==> src/rtl/std_io_bidir_pkg.sv <==
// Shared types and width helpers for the bit-serial bidirectional pin sequencer.
package std_io_bidir_pkg;

   // Sequencer phases. The write path runs IDLE-TX-REL-GUARD-DONE.
   // The read path runs IDLE-REL-GUARD-RX-DONE.
   typedef enum logic [2:0] {
      IDLE  = 3'd0,
      TX    = 3'd1,
      REL   = 3'd2,
      GUARD = 3'd3,
      RX    = 3'd4,
      DONE  = 3'd5
   } io_seq_state_e;

   // Largest guard time the sequencer is built for.
   localparam int TURN_CYC_MAX = 255;

   // Bits needed to hold the values 0..max_val (never less than one bit).
   function automatic int cnt_w(input int max_val);
      return (max_val < 1) ? 1 : $clog2(max_val + 1);
   endfunction

endpackage

==> src/rtl/std_sync2.sv <==
// Two-flop synchronizer for the raw pin input. Both stages clear on clrn so the
// sequencer never sees a stale pin value right after reset.
module std_sync2 (
   input  logic clk,
   input  logic clrn,
   input  logic d,
   output logic q
);

   logic meta;

   // Shift the asynchronous input through two flops.
   always_ff @(posedge clk or negedge clrn) begin
      // NOTE: non-blocking assignments let both stages sample their old values on
      // the same edge; blocking ones would collapse the chain into a single flop.
      if (!clrn) begin
         meta <= 1'b0;
         q    <= 1'b0;
      end else begin
         meta <= d;
         q    <= meta;
      end
   end

endmodule

==> src/rtl/std_io_bidir_seq.sv <==
// Half-duplex bit-serial sequencer for one shared bidirectional pin.
// Writes shift a word out MSB first through a registered tri-state IO cell;
// reads release the pin, wait out the turnaround guard and sample a word in.
// The io_* outputs are registered so ena, drv and data always change together
// on the clock edge the IO-cell register sees.
module std_io_bidir_seq
   import std_io_bidir_pkg::*;
#(
   parameter int DATA_W   = 8,
   parameter int DIV_W    = 16,
   parameter int TURN_CYC = 2
) (
   input  logic              clk,
   input  logic              clrn,
   input  logic [DIV_W-1:0]  bit_div,
   input  logic              cmd_valid,
   output logic              cmd_ready,
   input  logic              cmd_rd,
   input  logic [DATA_W-1:0] cmd_data,
   output logic              rsp_valid,
   output logic [DATA_W-1:0] rsp_data,
   output logic              busy,
   output logic              io_ena,
   output logic              io_drv,
   output logic              io_data,
   input  logic              io_in
);

   // Bit counter holds 0..DATA_W, guard counter holds 0..TURN_CYC.
   localparam int BIT_CNT_W = cnt_w(DATA_W);
   localparam int GUARD_W   = cnt_w(TURN_CYC);

   localparam logic [BIT_CNT_W-1:0] LAST_BIT   = BIT_CNT_W'(DATA_W - 1);
   localparam logic [GUARD_W-1:0]   LAST_GUARD = GUARD_W'(TURN_CYC - 1);

   // ------------------------------------------------------------------------
   // Registers (_q) and their next values (_d)
   // ------------------------------------------------------------------------
   io_seq_state_e          state_q,     state_d;
   logic [DIV_W-1:0]       div_lat_q,   div_lat_d;     // bit_div latched at accept
   logic                   rd_lat_q,    rd_lat_d;      // cmd_rd latched at accept
   logic [DIV_W-1:0]       div_cnt_q,   div_cnt_d;     // clock within current bit
   logic [BIT_CNT_W-1:0]   bit_cnt_q,   bit_cnt_d;     // bit index within word
   logic [GUARD_W-1:0]     guard_cnt_q, guard_cnt_d;   // clock within guard time
   logic [DATA_W-1:0]      shift_q,     shift_d;       // tx word or rx capture
   logic [DATA_W-1:0]      rsp_data_q,  rsp_data_d;
   logic                   io_ena_q,    io_ena_d;
   logic                   io_drv_q,    io_drv_d;
   logic                   io_data_q,   io_data_d;
   logic                   rst_done_q;                 // low until first clock after reset

   // ------------------------------------------------------------------------
   // Decodes
   // ------------------------------------------------------------------------
   logic                   io_in_sync;
   logic                   accept;
   logic                   bit_end;
   logic                   last_bit;
   logic                   sample_pt;
   logic [DATA_W-1:0]      shift_tx;
   logic [DATA_W-1:0]      shift_rx;

   std_sync2 u_sync (
      .clk  (clk),
      .clrn (clrn),
      .d    (io_in),
      .q    (io_in_sync)
   );

   assign cmd_ready = (state_q == IDLE) && rst_done_q;
   assign accept    = cmd_valid && cmd_ready;

   // The divider counts up to the latched value, so it can never wrap.
   assign bit_end   = (div_cnt_q == div_lat_q);
   assign last_bit  = (bit_cnt_q == LAST_BIT);
   assign sample_pt = (div_cnt_q == (div_lat_q >> 1));

   // Next transmit word exposes the following bit at the MSB; the receive word
   // takes the synchronized pin value in at the LSB.
   assign shift_tx  = shift_q << 1;
   assign shift_rx  = (shift_q << 1) | DATA_W'(io_in_sync);

   // ------------------------------------------------------------------------
   // Outputs
   // ------------------------------------------------------------------------
   assign busy      = (state_q != IDLE);
   assign rsp_valid = (state_q == DONE);
   assign rsp_data  = rsp_data_q;
   assign io_ena    = io_ena_q;
   assign io_drv    = io_drv_q;
   assign io_data   = io_data_q;

   // Next-state, counter, shift-register and IO-control logic.
   always_comb begin
      // NOTE: every variable gets a default before the case so that no path
      // leaves one unassigned, which would otherwise infer a latch.
      state_d     = state_q;
      div_lat_d   = div_lat_q;
      rd_lat_d    = rd_lat_q;
      div_cnt_d   = div_cnt_q;
      bit_cnt_d   = bit_cnt_q;
      guard_cnt_d = guard_cnt_q;
      shift_d     = shift_q;
      rsp_data_d  = rsp_data_q;
      io_ena_d    = 1'b0;          // strobe only on the clocks named below
      io_drv_d    = io_drv_q;      // drive control and data hold between strobes
      io_data_d   = io_data_q;

      unique case (state_q)
         IDLE: begin
            if (accept) begin
               div_lat_d   = bit_div;
               rd_lat_d    = cmd_rd;
               div_cnt_d   = '0;
               bit_cnt_d   = '0;
               guard_cnt_d = '0;
               io_ena_d    = 1'b1;
               if (cmd_rd) begin
                  // Read: release the pin right away.
                  shift_d  = '0;
                  io_drv_d = 1'b0;
                  state_d  = REL;
               end else begin
                  // Write: first strobe carries the MSB.
                  shift_d   = cmd_data;
                  io_drv_d  = 1'b1;
                  io_data_d = cmd_data[DATA_W-1];
                  state_d   = TX;
               end
            end
         end

         TX: begin
            if (bit_end) begin
               div_cnt_d = '0;
               io_ena_d  = 1'b1;
               if (last_bit) begin
                  // Last bit period is over: release the pin.
                  io_drv_d = 1'b0;
                  state_d  = REL;
               end else begin
                  bit_cnt_d = bit_cnt_q + BIT_CNT_W'(1);
                  shift_d   = shift_tx;
                  io_data_d = shift_tx[DATA_W-1];
               end
            end else begin
               div_cnt_d = div_cnt_q + DIV_W'(1);
            end
         end

         REL: begin
            // The release strobe was issued on the way in; now wait out the guard.
            guard_cnt_d = '0;
            state_d     = GUARD;
         end

         GUARD: begin
            if (guard_cnt_q == LAST_GUARD) begin
               guard_cnt_d = '0;
               div_cnt_d   = '0;
               bit_cnt_d   = '0;
               if (rd_lat_q) begin
                  state_d = RX;
               end else begin
                  rsp_data_d = '0;     // writes report an all-zero word
                  state_d    = DONE;
               end
            end else begin
               guard_cnt_d = guard_cnt_q + GUARD_W'(1);
            end
         end

         RX: begin
            // Sample near mid-bit; with bit_div = 0 sampling and bit end coincide.
            if (sample_pt) begin
               shift_d = shift_rx;
            end
            if (bit_end) begin
               div_cnt_d = '0;
               if (last_bit) begin
                  rsp_data_d = shift_d;  // includes this clock's sample
                  state_d    = DONE;
               end else begin
                  bit_cnt_d = bit_cnt_q + BIT_CNT_W'(1);
               end
            end else begin
               div_cnt_d = div_cnt_q + DIV_W'(1);
            end
         end

         DONE: begin
            // rsp_valid is high for exactly this one clock.
            state_d = IDLE;
         end

         default: begin
            state_d = IDLE;
         end
      endcase
   end

   // State and datapath registers; everything returns to its idle value on clrn,
   // which also releases the pin and drops any command in flight.
   always_ff @(posedge clk or negedge clrn) begin
      if (!clrn) begin
         state_q     <= IDLE;
         div_lat_q   <= '0;
         rd_lat_q    <= 1'b0;
         div_cnt_q   <= '0;
         bit_cnt_q   <= '0;
         guard_cnt_q <= '0;
         shift_q     <= '0;
         rsp_data_q  <= '0;
         io_ena_q    <= 1'b0;
         io_drv_q    <= 1'b0;
         io_data_q   <= 1'b0;
         rst_done_q  <= 1'b0;
      end else begin
         state_q     <= state_d;
         div_lat_q   <= div_lat_d;
         rd_lat_q    <= rd_lat_d;
         div_cnt_q   <= div_cnt_d;
         bit_cnt_q   <= bit_cnt_d;
         guard_cnt_q <= guard_cnt_d;
         shift_q     <= shift_d;
         rsp_data_q  <= rsp_data_d;
         io_ena_q    <= io_ena_d;
         io_drv_q    <= io_drv_d;
         io_data_q   <= io_data_d;
         rst_done_q  <= 1'b1;
      end
   end

endmodule

==> config.mk <==
export PLATFORM = sky130hd
export DESIGN_NAME = std_io_bidir_seq
export DESIGN_NICKNAME = d
export VERILOG_FILES = /design/src/rtl/std_io_bidir_pkg.sv /design/src/rtl/std_sync2.sv /design/src/rtl/std_io_bidir_seq.sv
export SDC_FILE = /design/constraint.sdc
export NUM_CORES = 1
export LEC_CHECK = 0
export CAP_MARGIN = 20
export CORE_ASPECT_RATIO = 0.75
export CORE_MARGIN = 2
export CORE_UTILIZATION = 50
export DETAILED_ROUTE_END_ITERATION = 7
export PLACE_DENSITY = 0.72
export SLEW_MARGIN = 20
export SYNTH_ARGS = -nofsm -noshare
export SYNTH_HDL_FRONTEND = slang
export SYNTH_HIERARCHICAL = 1
export SYNTH_SLANG_ARGS = --single-unit
==> constraint.sdc <==
create_clock -name clk -period 2.3 [get_ports clk]
set_input_delay 0.345 -clock clk [delete_from_list [all_inputs] [get_ports clk]]
set_output_delay 0.345 -clock clk [all_outputs]
set_load 0.01 [all_outputs]
Word-level counts from Yosys, hierarchy flattened:

Cells that the tools add are included.

* register bits after elaboration: 64
* output and inout port bits: 14
* input bits: 29

* eq/ne operators: 20
* bitwise logic cells: 1
* $add $sub $neg: 3
* reduce and logical (&&, ||, !) cells: 19
* muxes and demuxes: 45

Operators by type and width (count)
* 8-bit 2-to-1 mux: 9
* 16-bit 2-to-1 mux: 3
* 16-bit case mux with 3 select lines: 1
* 8-bit case mux with 3 select lines: 1
* 2-bit inequality test (second input constant): 10
* 3-bit 2-to-1 mux: 6
* 16-bit by 1-bit adder with 16-bit output (second input constant): 1
* 16-bit by 15-bit equality test with 1-bit output: 1
* 16-bit equality test: 1
* 4-bit 2-to-1 mux: 4
* 8-bit case mux with 2 select lines: 1
* 3-bit case mux with 5 select lines: 1
* 5-bit AND reduction: 3
* 4-bit case mux with 3 select lines: 1
* 3-bit nonzero test: 4
* 1-bit 2-to-1 mux: 11
* 8-bit by 1-bit bitwise OR with 8-bit output: 1
* 4-bit AND reduction: 2
* 3-bit by 2-bit equality test with 1-bit output (second input constant): 2
* 3-bit equality test (second input constant): 2
* 2-bit 2-to-1 mux: 3
* 1-bit case mux with 2 select lines: 3
* 2-bit case mux with 3 select lines: 1
* 6-bit AND reduction: 1
* other kinds (12): 15

Longest topological paths before layout:

* depth in word-level cells: 5
* mapped depth: 9
* mapped depth without buffers: 7

Hierarchy:

Netlist, hierarchy kept.

Modules (own cells, without submodules)
* std_io_bidir_seq: cells an instance 357, area each 3661.0 µm², seq. area each 1551.5 µm², times used 1
* std_sync2: cells an instance 2, area each 50.0 µm², seq. area each 50.0 µm², times used 1

Least setup slack after synthesis:

No wires, ideal clock.

* kind: register to register
* start point: register div_cnt_q[12]
* end point: register shift_q[0]
* path slack: 0.422 ns
* stages on the path, launching flop included: 9
* setup time: 0.127 ns
* period minus slack after synthesis: 1.878 ns
* data required time: 2.173 ns
* buffers on the path: 2
* arrival: 1.751 ns
* cell sequence: dfrtp_1 -> buf_6 -> xor2_2 -> nor4_4 -> and4_4 -> o211ai_4 -> a21o_1 -> buf_2 -> o2bb2ai_1

* cells in the longest elaborated chain, start to end: 3
* elaborated cells between the ends (all ways): 6
* classes of those cells: 3 x eq/ne; 2 x mux; 1 x reduce/logical

RTL lines
* from (decl): RTL line std_io_bidir_seq.sv:42 `logic [DIV_W-1:0] div_cnt_q, div_cnt_d;`
* from (signal assigned): RTL line std_io_bidir_seq.sv:222 `div_cnt_q <= div_cnt_d;`
* 16-bit by 15-bit equality test with 1-bit output / 16-bit equality test (equally long branches): RTL line std_io_bidir_seq.sv:76, std_io_bidir_seq.sv:74
* 8-bit 2-to-1 mux / 2-bit inequality test (equally long branches)
* 8-bit case mux with 3 select lines / 4-bit AND reduction (equally long branches)
* to (signal assigned): RTL line std_io_bidir_seq.sv:225 `shift_q <= shift_d;`
* to (decl): RTL line std_io_bidir_seq.sv:45 `logic [DATA_W-1:0] shift_q, shift_d;`

Several ways; a longest one is shown, not always the timed one.
A chain may end at the register's enable or synchronous reset.

Final worst setup path:

* start point: register state_q[0]
* end point: output cmd_ready

* cells in the longest elaborated chain, start to end: 2

RTL lines
* from (decl): RTL line std_io_bidir_seq.sv:39 `io_seq_state_e state_q, state_d;`
* from (signal assigned): RTL line std_io_bidir_seq.sv:219 `state_q <= state_d;`
* 3-bit zero test: RTL line std_io_bidir_seq.sv:70 `assign cmd_ready = (state_q == IDLE) && rst_done_q;`
* 1-bit logical AND: RTL line std_io_bidir_seq.sv:70
* to (decl): RTL line std_io_bidir_seq.sv:17 `output logic cmd_ready,`

No other way between the ends.

==> results.ini <==
[status]
status = finished, final reports clean

[power]
ir_drop_mv = 0.631
switchingPower_uw = 2190
p_int_uw = 3190
clockPowerShare = 0.200
powerDensity_nw_per_um2 = 1180
p_sw_frac = 0.407
combPwrFrac = 0.452
total_leakage_power_uw = 0.00197
finalPower_uw = 5370
p_seq_frac = 0.348

[timing]
tns_ps = 0
hold_viol_final = 0
min_period_ps = 2190
fmax_ghz = 0.457
period_share = 0.952
finalSetupViolCount = 0
relSlewSlack = 0.571
fin_skew_ps = 7.67
worst_pin_slew_ps = 639
slew_viol_final = 0
setup_ws_ps = 111

[global_routing]
grt_pass1_vias = 2893
overflow = 0
antenna_found_initial = 0
track_usage = 0.237
grt_max_degree = 65
grt_pass1_wl_mm = 14.8

[worst_setup_path]
ff2ff_setup_slack_ps = 130
end_kind = primary output
timing.rr.start = div_cnt_q[15]
cp.arrival_ps = 1840
rr_worst_depth = 6
critPathKind = reg -> out
worstPathMaxFanout = 24
r2r_end = state_q[0]
worstPathRequired_ps = 1960
crit_path_start_kind = flop

[clocking]
numCtsBuffers = 9
path_clk_slew_ps = 80
clockRootBuffer = clkbuf_8
cts_tree = done
htree_levels = 3
cts_buffer_depth = 2
cts_num_sinks = 64
clk_latency_ps = 350

[cells_and_area]
layout-drive-gt1-share = 0.191
final_common_cell = dfrtp_1
num_antenna_cells = 0
nets = 444
fin_util = 0.628
area_delta_synth_final_pct = 23.0
nFillCells = 588
final_cell_mix = dfrtp_1 (61), clkdlybuf4s50_1 (41), xor2_1 (32)

[drt]
avgViaCountPerCell = 5.77
first_pass_iters = 5
drt-total-wl_mm = 8.91
route.detailed.drc = 0
wl_per_cell_um = 17.2
vias = 2994
initialDrtViolationCount = 269
ant_nets = 0

[floorplan]
die_w_um = 103
dieHeight_um = 78.6
ios = 43
coreArea_sq_um = 7260
floorplan.rows = 27
dieArea_sq_um = 8130
start_util = 0.511

[place]
dpl.hpwl_mm = 6.59
gp_congestion = 0.899
pre_cts_slack_ps = 104
io_buffers = 42

[synth]
syn_nets = 390
yosysSeqAreaShare = 0.432
synth.avg_cell_area_sq_um = 10.3
ys.flop_type = dfrtp_1
synthTopCellsByArea = dfrtp_1 (43%), xor2_1 (7.6%), mux2_2 (5.2%)
synth.largest_area_cell = dfrtp_1
ys_warn_count = 6
synth_edf_count = 0
yosysUniqueCellTypes = 65
yosysTopAreaCellShare = 0.432
ys_seq_elements = 64
synth_area_sq_um = 3710
syn_inst = 359
synthArstFlopShare = 1.00

[min_path]
hp-class = in -> async

[run]
maxCapViolCount = 0

## state kept, by name (all words and copies together) (netlist names)
signal	flops
rst_done_q	1
io_ena	1
shift_q	8
state_q	3
div_lat_q	16
rd_lat_q	1
io_data	1
u_sync/q	1
rsp_data	8
guard_cnt_q	2
io_drv	1
bit_cnt_q	4
u_sync/meta	1
div_cnt_q	16
## what timing repair did
item | in CTS | in global routing
setup buffers | 0 | 1
setup endpoints to repair | 0 | 5
hold buffers | 0 | 0
hold endpoints to repair | 0 | 0
resized for setup | 0 | 4
## worst max-delay path: stages, from the launching register on
cell             delay, ps
dfrtp_2                450
buf_12                 170
nor3_4                 160
and2_1                 170
clkdlybuf4s50_1        530
## per-stage QoR
stage | area, sq um | hold WS [ps] | std cells
final | 4560 | 5.81 | 519
after global routing | 4560 | 19.3 | 519
after CTS | 4550 | 7.32 | 518
after detailed placement | 4330 | 340 | 502
after global placement | 4330 | 332 | 502
after floorplan | 3710 | 49.4 | 359
## how the worst max path moves through the flow
| stage | start | endpoint | slack (ps) | cells after the start |
|---|---|---|---|---|
| 2_1_floorplan | div_cnt_q[12] | shift_q[0] | 420 | 8 |
| 3_3_place_gp | cmd_valid | div_cnt_q[10] | 160 | 6 |
| 3_5_place_dp | cmd_valid | div_cnt_q[12] | 100 | 7 |
| 4_1_cts | state_q[1] | rsp_valid | 9 | 4 |
| 5_1_grt | div_cnt_q[15] | state_q[0] | -2 | 6 |
| 6_report | state_q[0] | cmd_ready | 110 | 4 |
## cell families (layout without fill, tap and decap cells)
logic type | count (synthesis) | count (layout) | share of synthesized area
compound gates | 96 | 96 | 0.189
xor+xnor | 39 | 39 | 0.0941
fa+ha+maj | 2 | 2 | 0.00674
buf+inv | 35 | 94 | 0.0459
flops | 64 | 64 | 0.432
mux | 28 | 28 | 0.0863
other cells | 1 | 1 | 0.00101
simple gates | 94 | 94 | 0.145
## cell type report
type / instances / area (sq um) / area share
Timing Repair Buffer: 66 / 621 / 0.136
Sequential cell: 64 / 1610 / 0.352
Inverter: 12 / 45.0 / 0.00987
Multi-Input combinational cell: 260 / 1950 / 0.426
Clock buffer: 9 / 124 / 0.0271
Tap cell: 101 / 126 / 0.0277
Clock inverter: 7 / 96.3 / 0.0211
## synthesized netlist by cell type (2+ instances only)
cell type / count
nand4_1: 2
xnor2_1: 6
nor4_1: 4
nor3_1: 12
o211ai_4: 2
nor3b_1: 2
o32ai_1: 6
o41ai_2: 2
a21o_1: 2
buf_2: 10
o41ai_1: 6
nor2_1: 18
ha_1: 2
a21oi_1: 26
buf_6: 3
nor4_4: 2
and3_1: 3
o21ai_1: 12
xor2_1: 32
and2_1: 2
nand2_1: 16
clkbuf_1: 8
nand3_1: 9
nor4_2: 2
o2bb2ai_1: 10
dfrtp_1: 64
o22ai_1: 2
mux2_2: 17
nor2b_1: 4
mux2i_1: 8
nand2b_1: 4
or3_1: 7
inv_1: 11
o31ai_1: 2
a31oi_1: 2
o21ai_0: 10
## power groups by stage
stage / clock network [uW] / logic, uW / registers (uW)
final: 1080 / 2430 / 1870
after global routing: 1150 / 2680 / 1910
after CTS: 1100 / 2390 / 1860
after detailed placement: 0 / 2370 / 1880
after global placement: 0 / 2300 / 1870
after floorplan: 0 / 1800 / 1710
## metal layers
| metal | up-vias | global-route usage | share of wire |
|---|---|---|---|
| li1 | 1420 | - | - |
| met1 | 1439 | 0.370 | 0.49 |
| met2 | 123 | 0.324 | 0.43 |
| met3 | 12 | 0.0543 | 0.070 |
| met4 | 0 | 0.0697 | 0.011 |
| met5 | - | 0 | 0 |
No activity file was read; power rests on OpenSTA's default activity.
